[src/rtl/resp_misr.sv]
// resp_misr: response compactor. Folds one DUT response word per accepted
// handshake into a multiple-input signature register (MISR). After NPAT
// accepts it freezes and presents the final signature.
//
// Optional feature macro: MISR_GOLDEN_CMP_EN
//   defined   - golden comparator plus registered pass flag are built
//   undefined - pass tied to 0, golden ignored
//
// Ports:
//   clk, rst_n        rising-edge clock, synchronous active-low reset
//   start             single-cycle pulse beginning a run (ignored in RUN)
//   resp_valid/ready  response handshake; resp_data is the DUT response word
//   golden            expected signature
//   busy, done        run in progress / run complete (signature frozen)
//   pass              signature matched golden; meaningful while done=1
//   pat_count         responses accepted in the current run
//   signature         current MISR value
module resp_misr #(
  parameter int               WIDTH = 1,
  parameter int               SIG_W = 16,
  parameter logic [SIG_W-1:0] POLY  = 16'h1021,
  parameter logic [SIG_W-1:0] SEED  = '0,
  parameter int               NPAT  = 256,
  localparam int              CW    = $clog2(NPAT+1)
) (
  input  logic             clk,
  input  logic             rst_n,
  input  logic             start,
  input  logic             resp_valid,
  input  logic [WIDTH-1:0] resp_data,
  output logic             resp_ready,
  input  logic [SIG_W-1:0] golden,
  output logic             busy,
  output logic             done,
  output logic             pass,
  output logic [CW-1:0]    pat_count,
  output logic [SIG_W-1:0] signature
);

  typedef enum logic [1:0] {IDLE, RUN, DONE} state_t;

  state_t           state, state_nxt;
  logic             load, acc, last;
  logic [SIG_W-1:0] sig_nxt;

  always_comb begin
    state_nxt = state;
    load      = 1'b0;
    // resp_ready is a flop decoded from state, so no path from resp_valid
    acc       = resp_valid && resp_ready;
    last      = acc && (pat_count == CW'(NPAT-1));
    sig_nxt   = {signature[SIG_W-2:0], 1'b0}
              ^ (signature[SIG_W-1] ? POLY : '0)
              ^ SIG_W'(resp_data);
    case (state)
      IDLE, DONE: if (start) begin
        state_nxt = RUN;
        load      = 1'b1;
      end
      RUN: if (last) state_nxt = DONE;
      default: state_nxt = IDLE;
    endcase
  end

  always_ff @(posedge clk) begin
    if (!rst_n) begin
      state      <= IDLE;
      resp_ready <= 1'b0;
      busy       <= 1'b0;
      done       <= 1'b0;
      pat_count  <= '0;
      signature  <= SEED;
    end else begin
      state      <= state_nxt;
      // status flags registered from the next state so they line up with it
      resp_ready <= (state_nxt == RUN);
      busy       <= (state_nxt == RUN);
      done       <= (state_nxt == DONE);
      if (load) begin
        pat_count <= '0;
        signature <= SEED;
      end else if (acc) begin
        pat_count <= pat_count + CW'(1);
        signature <= sig_nxt;
      end
    end
  end

`ifdef MISR_GOLDEN_CMP_EN
  // compare the signature being written on the final accept, not the old one
  always_ff @(posedge clk) begin
    if (!rst_n)     pass <= 1'b0;
    else if (load)  pass <= 1'b0;
    else if (last)  pass <= (sig_nxt == golden);
  end
`else
  logic unused_golden;
  assign unused_golden = ^golden;
  assign pass          = 1'b0;
`endif

endmodule

[config.mk]
export PLATFORM = sky130hd
export DESIGN_NAME = resp_misr
export DESIGN_NICKNAME = d
export VERILOG_FILES = /design/src/rtl/resp_misr.sv
export SDC_FILE = /design/constraint.sdc
export NUM_CORES = 1
export LEC_CHECK = 0
export BUFFER_PORTS_ARGS = -buffer_cell sky130_fd_sc_hd__buf_4
export CAP_MARGIN = 30
export CORE_ASPECT_RATIO = 0.7
export CORE_MARGIN = 3
export CORE_UTILIZATION = 50
export CTS_CLUSTER_DIAMETER = 150
export DETAILED_ROUTE_END_ITERATION = 12
export PLACE_DENSITY = 0.94
export SYNTH_ARGS = -nofsm -noshare
export SYNTH_HDL_FRONTEND = slang
export SYNTH_SLANG_ARGS = --single-unit
[constraint.sdc]
create_clock -name clk -period 1.9 [get_ports clk]
set_input_delay 0.095 -clock clk [delete_from_list [all_inputs] [get_ports clk]]
set_output_delay 0.095 -clock clk [all_outputs]
set_load 0.03 [all_outputs]
# Word-level counts from Yosys, hierarchy flattened
# Index checks and enable logic that the tools add are counted.
[op_classes]
addsub = 1
n_eq_ne = 5
n_mux = 6
bitwise_logic = 3
reduce_logical = 5
[op_table]
columns = ["cell", "n"]
rows = [
  ["bitwise XOR 16 x 1 -> 16 bit", 1],
  ["bitwise XOR 16 x 13 -> 16 bit", 1],
  ["two-way mux 13 bit", 1],
  ["adder 9 x 1 -> 9 bit, second input constant", 1],
  ["== test 9 x 8 -> 1 bit, second input constant", 1],
  ["== test 2 x 1 -> 1 bit, second input constant", 2],
  ["== test 2 bit, second input constant", 2],
  ["two-way mux 2 bit", 2],
  ["case mux 2 bit (2 select lines)", 1],
  ["OR reduction 2 bit", 2],
  ["logical AND 1 bit", 2],
  ["logical NOT 2 bit", 1],
  ["two-way mux 1 bit", 2],
  ["inverter 1 bit", 1],
]
[totals]
ff_bits = 29
output_inout_bits = 29
input_bits = 21
elab_cells = 25

# Logic depth before layout (Yosys ltp)
# Gate-level depths: netlist of run 1.
[logic_depth]
word_depth = 5
depth_mapped = 7
ltp_nobuf = 7

# Worst setup path before layout of run 1
# OpenSTA, ideal clock, no wires.
[synth_path]
kind = "reg2reg"
start = "register pat_count[0]"
end = "register done"
stages_incl_launch_ff = 8
slack_ps = 396
arrival_time_ps = 1439
period_less_slack_ps = 1504
setup_time_ps = 65
required_ps = 1835
cell_sequence = "dfxtp_1 ha_1 nand3_1 nor2_1 ha_1 nand3_1 a2bb2oi_1 nor2b_1"
[synth_via]
elab_chain_len = 5
[synth_lines]
columns = ["item", "line_no", "rtl"]
rows = [
  ["start, declared", "36", "output logic [CW-1:0] pat_count,"],
  ["start signal, assigned", "83", "pat_count <= pat_count + CW'(1);"],
  ["== test 9 x 8 -> 1 bit", "51", "last = acc && (pat_count == CW'(NPAT-1));"],
  ["logical AND 1 bit", "51", ""],
  ["two-way mux 2 bit", "60", "RUN: if (last) state_nxt = DONE;"],
  ["case mux 2 bit (2 select lines)", "55", "case (state)"],
  ["== test 2 bit", "78", "done <= (state_nxt == DONE);"],
  ["end signal, assigned", "78", ""],
  ["end, declared", "34", "output logic done,"],
]
# Every way passes these cells.
# A chain may end at the register's enable or synchronous reset.

# Worst setup path in the final report of run 1
# Ends and elaborated chain as after synthesis.

==> results of run 1 <==
==> metal layers <==
| metal | wire length (µm) | global-route usage (%) | part of all wire, % |
|---|---|---|---|
| met4 | 17 | 8.678 | 0.71 |
| met1 | 1083 | 18.53 | 45 |
| met5 | 0 | 0 | 0 |
| met3 | 142 | 5.869 | 5.9 |
| met2 | 1159 | 29.68 | 48 |
==> worst max-delay path: cells and delay by family, from the launching register on <==
kind	cells	cell delay (ns)
AOI/OAI and AO/OA	1	0.26
adders and majority gates	2	0.41
and+or+nand+nor	4	0.33
DFF	1	0.36
==> worst max path at each step <==
| stage | start | end | slack (ns) | cells past startpoint |
|---|---|---|---|---|
| global placement | busy | pat_count[5] | 0.48 | 3 |
| detailed placement | busy | pat_count[5] | 0.45 | 3 |
| floorplan | pat_count[0] | done | 0.40 | 7 |
| global route | busy | pat_count[7] | 0.33 | 3 |
| finish | pat_count[0] | done | 0.43 | 7 |
| CTS | busy | pat_count[5] | 0.42 | 3 |
==> power groups by stage <==
stage / Sequential (mW) / Clock (mW) / Combinational, mW
2_1_floorplan: 0.644 / 0 / 0.0634
3_3_place_gp: 0.638 / 0 / 0.0872
3_5_place_dp: 0.638 / 0 / 0.0903
4_1_cts: 0.624 / 0.373 / 0.0908
5_1_grt: 0.626 / 0.405 / 0.0976
6_report: 0.624 / 0.364 / 0.0903
==> cell families after synthesis <==
| logic type | Yosys count | share of synthesized area [%] |
|---|---|---|
| AO/OA/AOI/OAI | 31 | 14.54 |
| XOR/XNOR | 5 | 3.486 |
| adder cells (fa/ha/maj) | 2 | 1.992 |
| buffers and inverters | 24 | 12.65 |
| flip-flops | 29 | 46.22 |
| other | 1 | 0.2985 |
| AND/OR/NAND/NOR | 57 | 20.82 |
==> flip-flops by register name, indices dropped and copies added, names as in the netlist <==
register	cells
busy	1
done	1
state	2
signature	16
pat_count	9
==> layout by cell type, fill, tap and decap left out, drive strengths merged, types with 3 or more instances in the layout <==
| master | netlist | final |
|---|---|---|
| or3 | 3 | 3 |
| xnor2 | 4 | 4 |
| nand2 | 31 | 31 |
| a21oi | 19 | 19 |
| a211oi | 4 | 4 |
| buf | 18 | 34 |
| clkbuf | 4 | 7 |
| o21ai | 3 | 3 |
| nor2 | 8 | 8 |
| dfxtp | 29 | 29 |
| nand3 | 5 | 5 |
| nand2b | 3 | 3 |
==> cell type report <==
cell class	count	area, µm²	area share [%]
well taps	32	40.04	2.751
multi-input cells	96	516.7	35.51
inverters	2	7.507	0.5159
clock buffers	7	55.05	3.783
flip-flops and latches	29	580.6	39.90
repair buffers	34	255.2	17.54
==> summary.md, run 1 <==
| Metric | Value |
|---|---|
| Syn_area_per_cell | 8.431 µm² |
| Number of port buffers | 32 |
| Clk sinks | 29 |
| Comb power frac | 8.4% |
| PD cells | 741.0 nW/µm² |
| YS warnings | 0 |
| Filler cells | 207 |
| Hold Path Sink | state[1] |
| Commonest cells post-synth | 30 x nand2_1, 29 x dfxtp_1, 18 x a21oi_1 |
| Routed WL per cell | 12.01 µm |
| First-pass GRT wire length | 3.884 mm |
| Mapped Area | 1256 µm² |
| Post-Syn Instances | 149 |
| Vias in the first global route | 919 |
| Largest net degree at the start of global routing | 24 |
| CTS tree | built |
| Clk root buf | clkbuf_4 |
| Gpl congestion | 0.7022 |
| Hold Path Depth | 2 |
| Setup TNS | 0 ns |
| Max Cap Violations | 0 |
| Synth top area cells | dfxtp_1 46%, buf_4 9.6%, nand2_1 9.0%, a21oi_1 7.2%, xnor2_1 2.8% |
| WP data required | 2.11 ns |
| Crit-path cells | ha_1 -> nand3_1 -> nor2_1 -> ha_1 -> nand3_1 -> a2bb2oi_1 -> nor2b_1 |
| Count leader, synth | nand2_1 |
| Fin util | 64.40% |
| Startpoint of the worst hold path | rst_n |
| Worst-path clk slew | 0.08 ns |
| Starting Density | 55.59% |
| Worst path max stage delay | 0.36 ns |
| Status | complete, no violations |
| LEAKAGE | 0.5427 nW |
| Final setup vio count | 0 |
| TritonCTS buffer count | 5 |
| Design area | 1455 µm² |
| Critical path's slowest cell | dfxtp_1 |
| FP Rows | 14 |
| Clk_skew | 0.007727 ns |
| RR Endpoint | done |
| Vias/cell | 4.915 |
| Postcts setup bufs | 0 |
| Minimum clock period | 1.467 ns |
| DRC viols | 0 |
| Syn_nets | 172 |
| CTS Hold Buffers Added | 0 |
| Yosys top cell area share | 46.22% |
| WL final | 2.402 mm |
| Reg2reg path depth | 7 |
| Num ports | 50 |
| Area Overhead vs Synth | 15.84% |
| Layout Cells excl Fill | 200 |
| Iter 0 DRT Violations | 69 |
| Yosys cell types | 28 |
| Clock Path Buffers | 2 |
| Post-synth top area cell | dfxtp_1 |
| Htree depth | 2 |
| Crit path launch type | flip-flop |
| Achievable clock frequency | 681.7 MHz |
| Post-Place Cells | 193 |
| RSZ-0062 raised after global routing | false |
| Die Width | 65.91 µm |
| Antenna violations before repair | 0 |
| Worst hold slack | 0.01152 ns |
| Ant. Diodes | 0 |
| Die Ht | 47.94 µm |
| Placed wire-length estimate | 1.773 mm |
| Switching Power | 0.2580 mW |
| 1st-pass router iterations | 4 |
| Clock share of power | 33.7% |
| Flop and latch count out of synthesis | 29 |
| Arr. time, crit path | 1.68 ns |
| Antenna-violating nets left | 0 |
| Reg2reg start | pat_count[0] |
| Worst Setup Path Type | flip-flop to flip-flop |
| Final Hold Vio Count | 0 |
| Vias after detailed routing | 983 |
| Final worst path period share | 77.21% |
| Dpl cell area | 1400 µm² |
| Sequential power share | 57.9% |
| Clock Latency Late Sink | 0.32 ns |
| Overall Global Routing Usage | 16.80% |
| Die ar. | 3159 µm² |
| Internal power | 0.8203 mW |
| Async S/R FF share, synth | 0% |
| Slew Limit Fails | 0 |
| Place WS | 0.4514 ns |
| Crit-path max FO | 4 |
| Number of synthesized flops with an enable pin | 0 |
| Worst hold path class | input pin to flip-flop |
| Reg-to-reg slack, setup | 0.43 ns |
| Post_cts resized | 0 |
| Switching Share | 23.93% |
| Peak supply drop | 0.3879 mV |
| Primary FF master, synth | dfxtp_1 |
| Nets | 191 |
| Sequential area share after synthesis | 46.22% |
| Crit. End Element | flip-flop |
| Pwr Total | 1.078 mW |
| Share of layout cells above drive strength 1 | 25.60% |
| Worst setup margin | 0.4331 ns |
| Core ar. | 2260 µm² |
| Total global routing overflow | 0 |
Note: power is estimated with default switching activity, not from simulation.
==> inputs of run 2 (changes only) <==
--- a/config.mk
+++ b/config.mk
@@ -5,14 +5,15 @@
 export SDC_FILE = /design/constraint.sdc
 export NUM_CORES = 1
 export LEC_CHECK = 0
+export ABC_AREA = 1
 export BUFFER_PORTS_ARGS = -buffer_cell sky130_fd_sc_hd__buf_4
 export CAP_MARGIN = 30
 export CORE_ASPECT_RATIO = 0.7
 export CORE_MARGIN = 3
-export CORE_UTILIZATION = 50
+export CORE_UTILIZATION = 47
 export CTS_CLUSTER_DIAMETER = 150
 export DETAILED_ROUTE_END_ITERATION = 12
-export PLACE_DENSITY = 0.94
+export PLACE_DENSITY = 0.9
 export SYNTH_ARGS = -nofsm -noshare
 export SYNTH_HDL_FRONTEND = slang
 export SYNTH_SLANG_ARGS = --single-unit
==> constraint.sdc (replaced) <==
create_clock -name clk -period 1.45 [get_ports clk]
set_input_delay 0.0725 -clock clk [delete_from_list [all_inputs] [get_ports clk]]
set_output_delay 0.0725 -clock clk [all_outputs]
set_load 0.03 [all_outputs]
==> summary.md, run 2 <==
| Metric | Value |
|---|---|
| Number of synthesized flops with an enable pin | 0 |
| Family with the most delay on the worst path | flip-flops |
| Synth top area cells | dfxtp_1 46%, nand2_1 14%, a21oi_1 9.4%, buf_4 8.8%, nor2_1 5.3% |
| Dpl cell area | 1460 µm² |
| Number of port buffers | 32 |
| Switching Power | 0.3860 mW |
| Primary FF master, synth | dfxtp_1 |
| Commonest cells post-synth | 46 x nand2_1, 29 x dfxtp_1, 24 x a21oi_1 |
| Largest register FFs | 16 |
| Vias/cell | 4.839 |
| Clock Path Buffers | 2 |
| Sequential power share | 50.3% |
| Async S/R FF share, synth | 0% |
| Crit-path max FO | 3 |
| Core ar. | 2515 µm² |
| Ant. Diodes | 0 |
| Yosys cell types | 19 |
| Worst path max stage delay | 0.36 ns |
| Share of layout cells above drive strength 1 | 33.16% |
| Status | complete, no violations |
| Area Overhead vs Synth | 25.86% |
| Htree depth | 2 |
| Worst hold path class | input pin to flip-flop |
| Fin util | 63.68% |
| Overall Global Routing Usage | 18.54% |
| Internal power | 1.234 mW |
| Vias in the first global route | 1,017 |
| Starting Density | 50.60% |
| LEAKAGE | 0.6485 nW |
| Design area | 1602 µm² |
| Clock share of power | 41.6% |
| 1st-pass router iterations | 4 |
| Num ports | 50 |
| Critical path's slowest cell | dfxtp_4 |
| PD cells | 1011 nW/µm² |
| Worst-path clk slew | 0.06 ns |
| Buf+Inv Stages, Crit Path | 2 |
| FP Rows | 15 |
| Count leader, synth | nand2_1 |
| Final worst path period share | 97.57% |
| Slew Limit Fails | 0 |
| Placed wire-length estimate | 1.929 mm |
| WP data required | 1.61 ns |
| Biggest register | signature |
| DRC viols | 0 |
| Syn_nets | 193 |
| Arr. time, crit path | 1.58 ns |
| Comb power frac | 8.2% |
| Post-Place Cells | 222 |
| RSZ-0062 raised after global routing | true |
| Clock Latency Late Sink | 0.28 ns |
| Crit path launch type | flip-flop |
| Clk_skew | 0.007112 ns |
| Total global routing overflow | 0 |
| Minimum clock period | 1.415 ns |
| Die Ht | 49.54 µm |
| Largest net degree at the start of global routing | 26 |
| Sequential area share after synthesis | 45.62% |
| Largest regs | signature: 16 flops, pat_count: 9 flops, state: 2 flops |
| Filler cells | 247 |
| Yosys top cell area share | 45.62% |
| Iter 0 DRT Violations | 94 |
| Routed WL per cell | 12.28 µm |
| Final setup vio count | 0 |
| Mapped Area | 1272 µm² |
| Peak supply drop | 0.5225 mV |
| TritonCTS buffer count | 5 |
| YS warnings | 0 |
| Achievable clock frequency | 706.8 MHz |
| Antenna-violating nets left | 0 |
| Most frequent CP cell | inv_2 |
| Post-synth top area cell | dfxtp_1 |
| Clk sinks | 29 |
| Die ar. | 3378 µm² |
| WL final | 2.824 mm |
| Syn_area_per_cell | 7.485 µm² |
| Clk root buf | clkbuf_8 |
| Most frequent cells in the layout | 46 x nand2_1, 37 x buf_4, 23 x dfxtp_1, 22 x a21oi_1, 15 x nor2_1 |
| Gpl congestion | 0.8062 |
| Post-Syn Instances | 170 |
| Flop and latch count out of synthesis | 29 |
| Max Cap Violations | 0 |
| CTS tree | built |
| Final Hold Vio Count | 0 |
| Vias after detailed routing | 1,113 |
| Crit. End Element | flip-flop |
| Setup TNS | 0 ns |
| Commonest non-fill, non-tap cell in the layout | nand2_1 |
| Die Width | 68.19 µm |
| Nets | 218 |
| Layout Cells excl Fill | 230 |
| Worst Setup Path Type | flip-flop to flip-flop |
| Antenna violations before repair | 0 |
| Crit-path cells | ha_4 -> inv_2 -> nor2_4 -> nand3_2 -> nor2_2 -> ha_2 -> inv_2 -> o21ai_4 -> a21oi_2 |
| Switching Share | 23.83% |
| First-pass GRT wire length | 4.678 mm |
run 2: cell count changes after synthesis, sizes merged, moves of 4 or more:
cell / change
nor2: +11
a21oi: +5
nand2: +17
a211oi: -4
inv: +11
clkbuf: -4
run 2: timing repair:
item                       CTS  global route
resized for setup            2            12
setup endpoints to repair    3             4
pin swaps                    1             8
buffers inserted             0             0
hold buffers                 0             0
run 2: worst reg2reg max path: stages (launching register included):
cell and delay, ns:
dfxtp_4 0.36, ha_4 0.13, inv_2 0.05, nor2_4 0.13, nand3_2 0.08, nor2_2 0.11, ha_2 0.17, inv_2 0.05
o21ai_4 0.14, a21oi_2 0.08
run 2: kinds of logic after synthesis:
family | synth area share, %
simple gates | 22.81
buf+inv | 15.24
compound gates | 12.00
flops | 45.62
xor+xnor | 2.065
fa+ha+maj | 1.966
other cells | 0.2947
run 2: routing by layer:
layer	up-vias	global-route usage (%)	wire (µm)
li1	569	-	-
met1	504	24.15	1235
met2	34	27.68	1344
met3	6	7.517	217
met4	0	5.941	26
met5	-	0	0
run 2: cell type report:
class	count	area (µm²)	area share [%]
sequential	29	593.1	37.03
multi-input combinational	109	549.3	34.30
timing repair buffer	37	277.8	17.34
clock buffer	8	90.09	5.625
inverter	13	48.80	3.047
tap	34	42.54	2.656
run 2: power by group through the flow:
stage	Sequential, mW	Combinational, mW	Clock [mW]
2_1_floorplan	0.838	0.0849	0
3_3_place_gp	0.830	0.121	0
3_5_place_dp	0.831	0.123	0
4_1_cts	0.814	0.125	0.676
5_1_grt	0.815	0.143	0.727
6_report	0.814	0.132	0.674
run 2: metrics by stage:
step                setup WS, ns  power (mW)  hold slack, ns
floorplan                0.03214      0.9232          0.2346
global placement       -0.006982      0.9508          0.3447
detailed placement      -0.05910      0.9541          0.3520
CTS                      0.01265       1.615         0.06593
global route            -0.06432       1.685          0.1136
finish                   0.03527       1.620         0.08033
run 2: final timing paths:
check,slack (ns),cells after the start,end,startpoint
worst max register to register,0.04,9,busy,pat_count[0]
worst max-delay path,0.04,9,busy,pat_count[0]
worst min register to register,0.47,2,signature[3],signature[2]
worst min-delay path,0.08,3,state[1],rst_n
==> inputs of run 3 (changes only) <==
--- a/config.mk
+++ b/config.mk
@@ -8,12 +8,15 @@
 export ABC_AREA = 1
 export BUFFER_PORTS_ARGS = -buffer_cell sky130_fd_sc_hd__buf_4
 export CAP_MARGIN = 30
+export CELL_PAD_IN_SITES_DETAIL_PLACEMENT = 1
+export CELL_PAD_IN_SITES_GLOBAL_PLACEMENT = 2
 export CORE_ASPECT_RATIO = 0.7
 export CORE_MARGIN = 3
-export CORE_UTILIZATION = 47
+export CORE_UTILIZATION = 25
 export CTS_CLUSTER_DIAMETER = 150
 export DETAILED_ROUTE_END_ITERATION = 12
-export PLACE_DENSITY = 0.9
+export PLACE_DENSITY = 0.78
+export SETUP_SLACK_MARGIN = 0.2
 export SYNTH_ARGS = -nofsm -noshare
 export SYNTH_HDL_FRONTEND = slang
 export SYNTH_SLANG_ARGS = --single-unit
==> summary.md, run 3 (synthesized netlist as in run 2, its figures left out) <==
| Metric | Value |
|---|---|
| Overall Global Routing Usage | 11.90% |
| TritonCTS buffer count | 5 |
| Die ar. | 5996 µm² |
| Minimum clock period | 1.297 ns |
| Achievable clock frequency | 770.8 MHz |
| Worst hold path class | input pin to flip-flop |
| FP Rows | 21 |
| CTS Hold Buffers Added | 0 |
| Gpl congestion | 0.6898 |
| Die Ht | 65.69 µm |
| Reg2reg start | pat_count[0] |
| Clk sinks | 29 |
| Worst Setup Path Type | flip-flop to flip-flop |
| Crit-path max FO | 2 |
| LEAKAGE | 0.6783 nW |
| Antenna violations before repair | 0 |
| Crit path launch type | flip-flop |
| Routed WL per cell | 11.87 µm |
| Clk_skew | 0.004006 ns |
| DRC viols | 0 |
| Die Width | 91.27 µm |
| Nets | 222 |
| Htree depth | 2 |
| Max Cap Violations | 0 |
| Vias in the first global route | 1,154 |
| Iter 0 DRT Violations | 24 |
| Final Hold Vio Count | 0 |
| Area Overhead vs Synth | 35.10% |
| Fin util | 35.56% |
| Vias after detailed routing | 1,123 |
| Arr. time, crit path | 1.46 ns |
| CTS tree | built |
| Total global routing overflow | 0 |
| Antenna-violating nets left | 0 |
| Filler cells | 609 |
| Startpoint of the worst hold path | rst_n |
| Vias/cell | 4.190 |
| Crit. End Element | flip-flop |
| First-pass GRT wire length | 5.485 mm |
| Clock Path Buffers | 2 |
| PD cells | 949.5 nW/µm² |
| Starting Density | 26.32% |
| Peak supply drop | 0.3026 mV |
| Num ports | 50 |
| Core ar. | 4835 µm² |
| Crit. Startpoint | pat_count[0] |
| Biggest register | signature |
| Worst-path clk slew | 0.06 ns |
| Clk root buf | clkbuf_8 |
| Ant. Diodes | 0 |
| Sequential standard cell area | 594.3 µm² |
| Final setup vio count | 0 |
| Largest register FFs | 16 |
| Placed wire-length estimate | 2.290 mm |
| Largest regs | signature: 16 flops, pat_count: 9 flops, state: 2 flops |
| Share of layout cells above drive strength 1 | 36.18% |
| WP data required | 1.61 ns |
| 1st-pass router iterations | 3 |
| Slew Limit Fails | 0 |
| WL final | 3.182 mm |
| Status | complete, no violations |
| Number of port buffers | 32 |
| RSZ-0062 raised after global routing | true |
| Final worst path period share | 89.47% |
| Setup TNS | 0 ns |
| Largest net degree at the start of global routing | 22 |
| Commonest non-fill, non-tap cell in the layout | nand2_1 |
| Clock Latency Late Sink | 0.28 ns |
| Most frequent cells in the layout | 46 x nand2_1, 40 x buf_4, 22 x dfxtp_1, 21 x a21oi_1, 15 x nor2_1 |
| Area of the multi-input gates | 578.1 µm² |
## run 3: cell count changes in the layout (fill, tap and decap cells not counted), moves of 2 or more
cell,change
buf_4,+3
inv_4,+2
nor2_2,-2
nor2_4,+2
## run 3: layout make-up
class / instances / area share, %
sequential: 29 / 34.57
timing repair buffer: 41 / 18.63
inverter: 13 / 3.130
tap: 69 / 5.022
clock buffer: 7 / 5.022
multi-input combinational: 109 / 33.62
## run 3: repair_timing
action / 4_1_cts / 5_1_grt
pin swaps: 8 / 6
setup buffers: 3 / 1
gates resized for setup: 6 / 10
endpoints found under the setup margin: 5 / 28
## run 3: worst max-delay path, cell delays in order (launching register included)
cell and delay, ns:
dfxtp_4 0.36, ha_4 0.13, inv_4 0.03, nor2_4 0.08
nand3_2 0.08, nor2_4 0.10, ha_4 0.13, inv_2 0.05
o21ai_4 0.13, a21oi_1 0.08
## run 3: path summary, 6_finish.rpt
path	to	slack [ns]	cells past startpoint
setup / recovery	busy	0.15	9
hold / removal	done	0.08	3
setup reg to reg	busy	0.15	9
hold reg to reg	signature[7]	0.48	2
## run 3: report_power, final
part	total, mW	leakage (nW)	internal [mW]	switching, mW
Combinational	0.145	0.396	0.0502	0.0946
Sequential	0.816	0.238	0.805	0.0105
Clock	0.672	0.0443	0.376	0.296
Total	1.63	0.678	1.23	0.401
## run 3: layer usage
metal / vias up / global-route usage [%] / wire length (µm)
li1: 579 / - / -
met1: 515 / 16.06 / 1677
met2: 25 / 16.77 / 1306
met3: 4 / 4.577 / 155
met4: 0 / 5.075 / 42
met5: - / 0 / 0
## run 3: per-stage QoR
stage | setup WS (ns) | std cells | power (mW) | hold slack [ns] | cell area (µm²)
final | 0.1527 | 268 | 1.632 | 0.07886 | 1719
after global routing | 0.04706 | 268 | 1.710 | 0.1077 | 1719
after CTS | 0.05342 | 267 | 1.648 | 0.06909 | 1669
after detailed placement | 0.04189 | 257 | 0.9678 | 0.3592 | 1538
after global placement | 0.05887 | 257 | 0.9654 | 0.3626 | 1538
after floorplan | 0.1057 | 170 | 0.9254 | 0.2346 | 1306
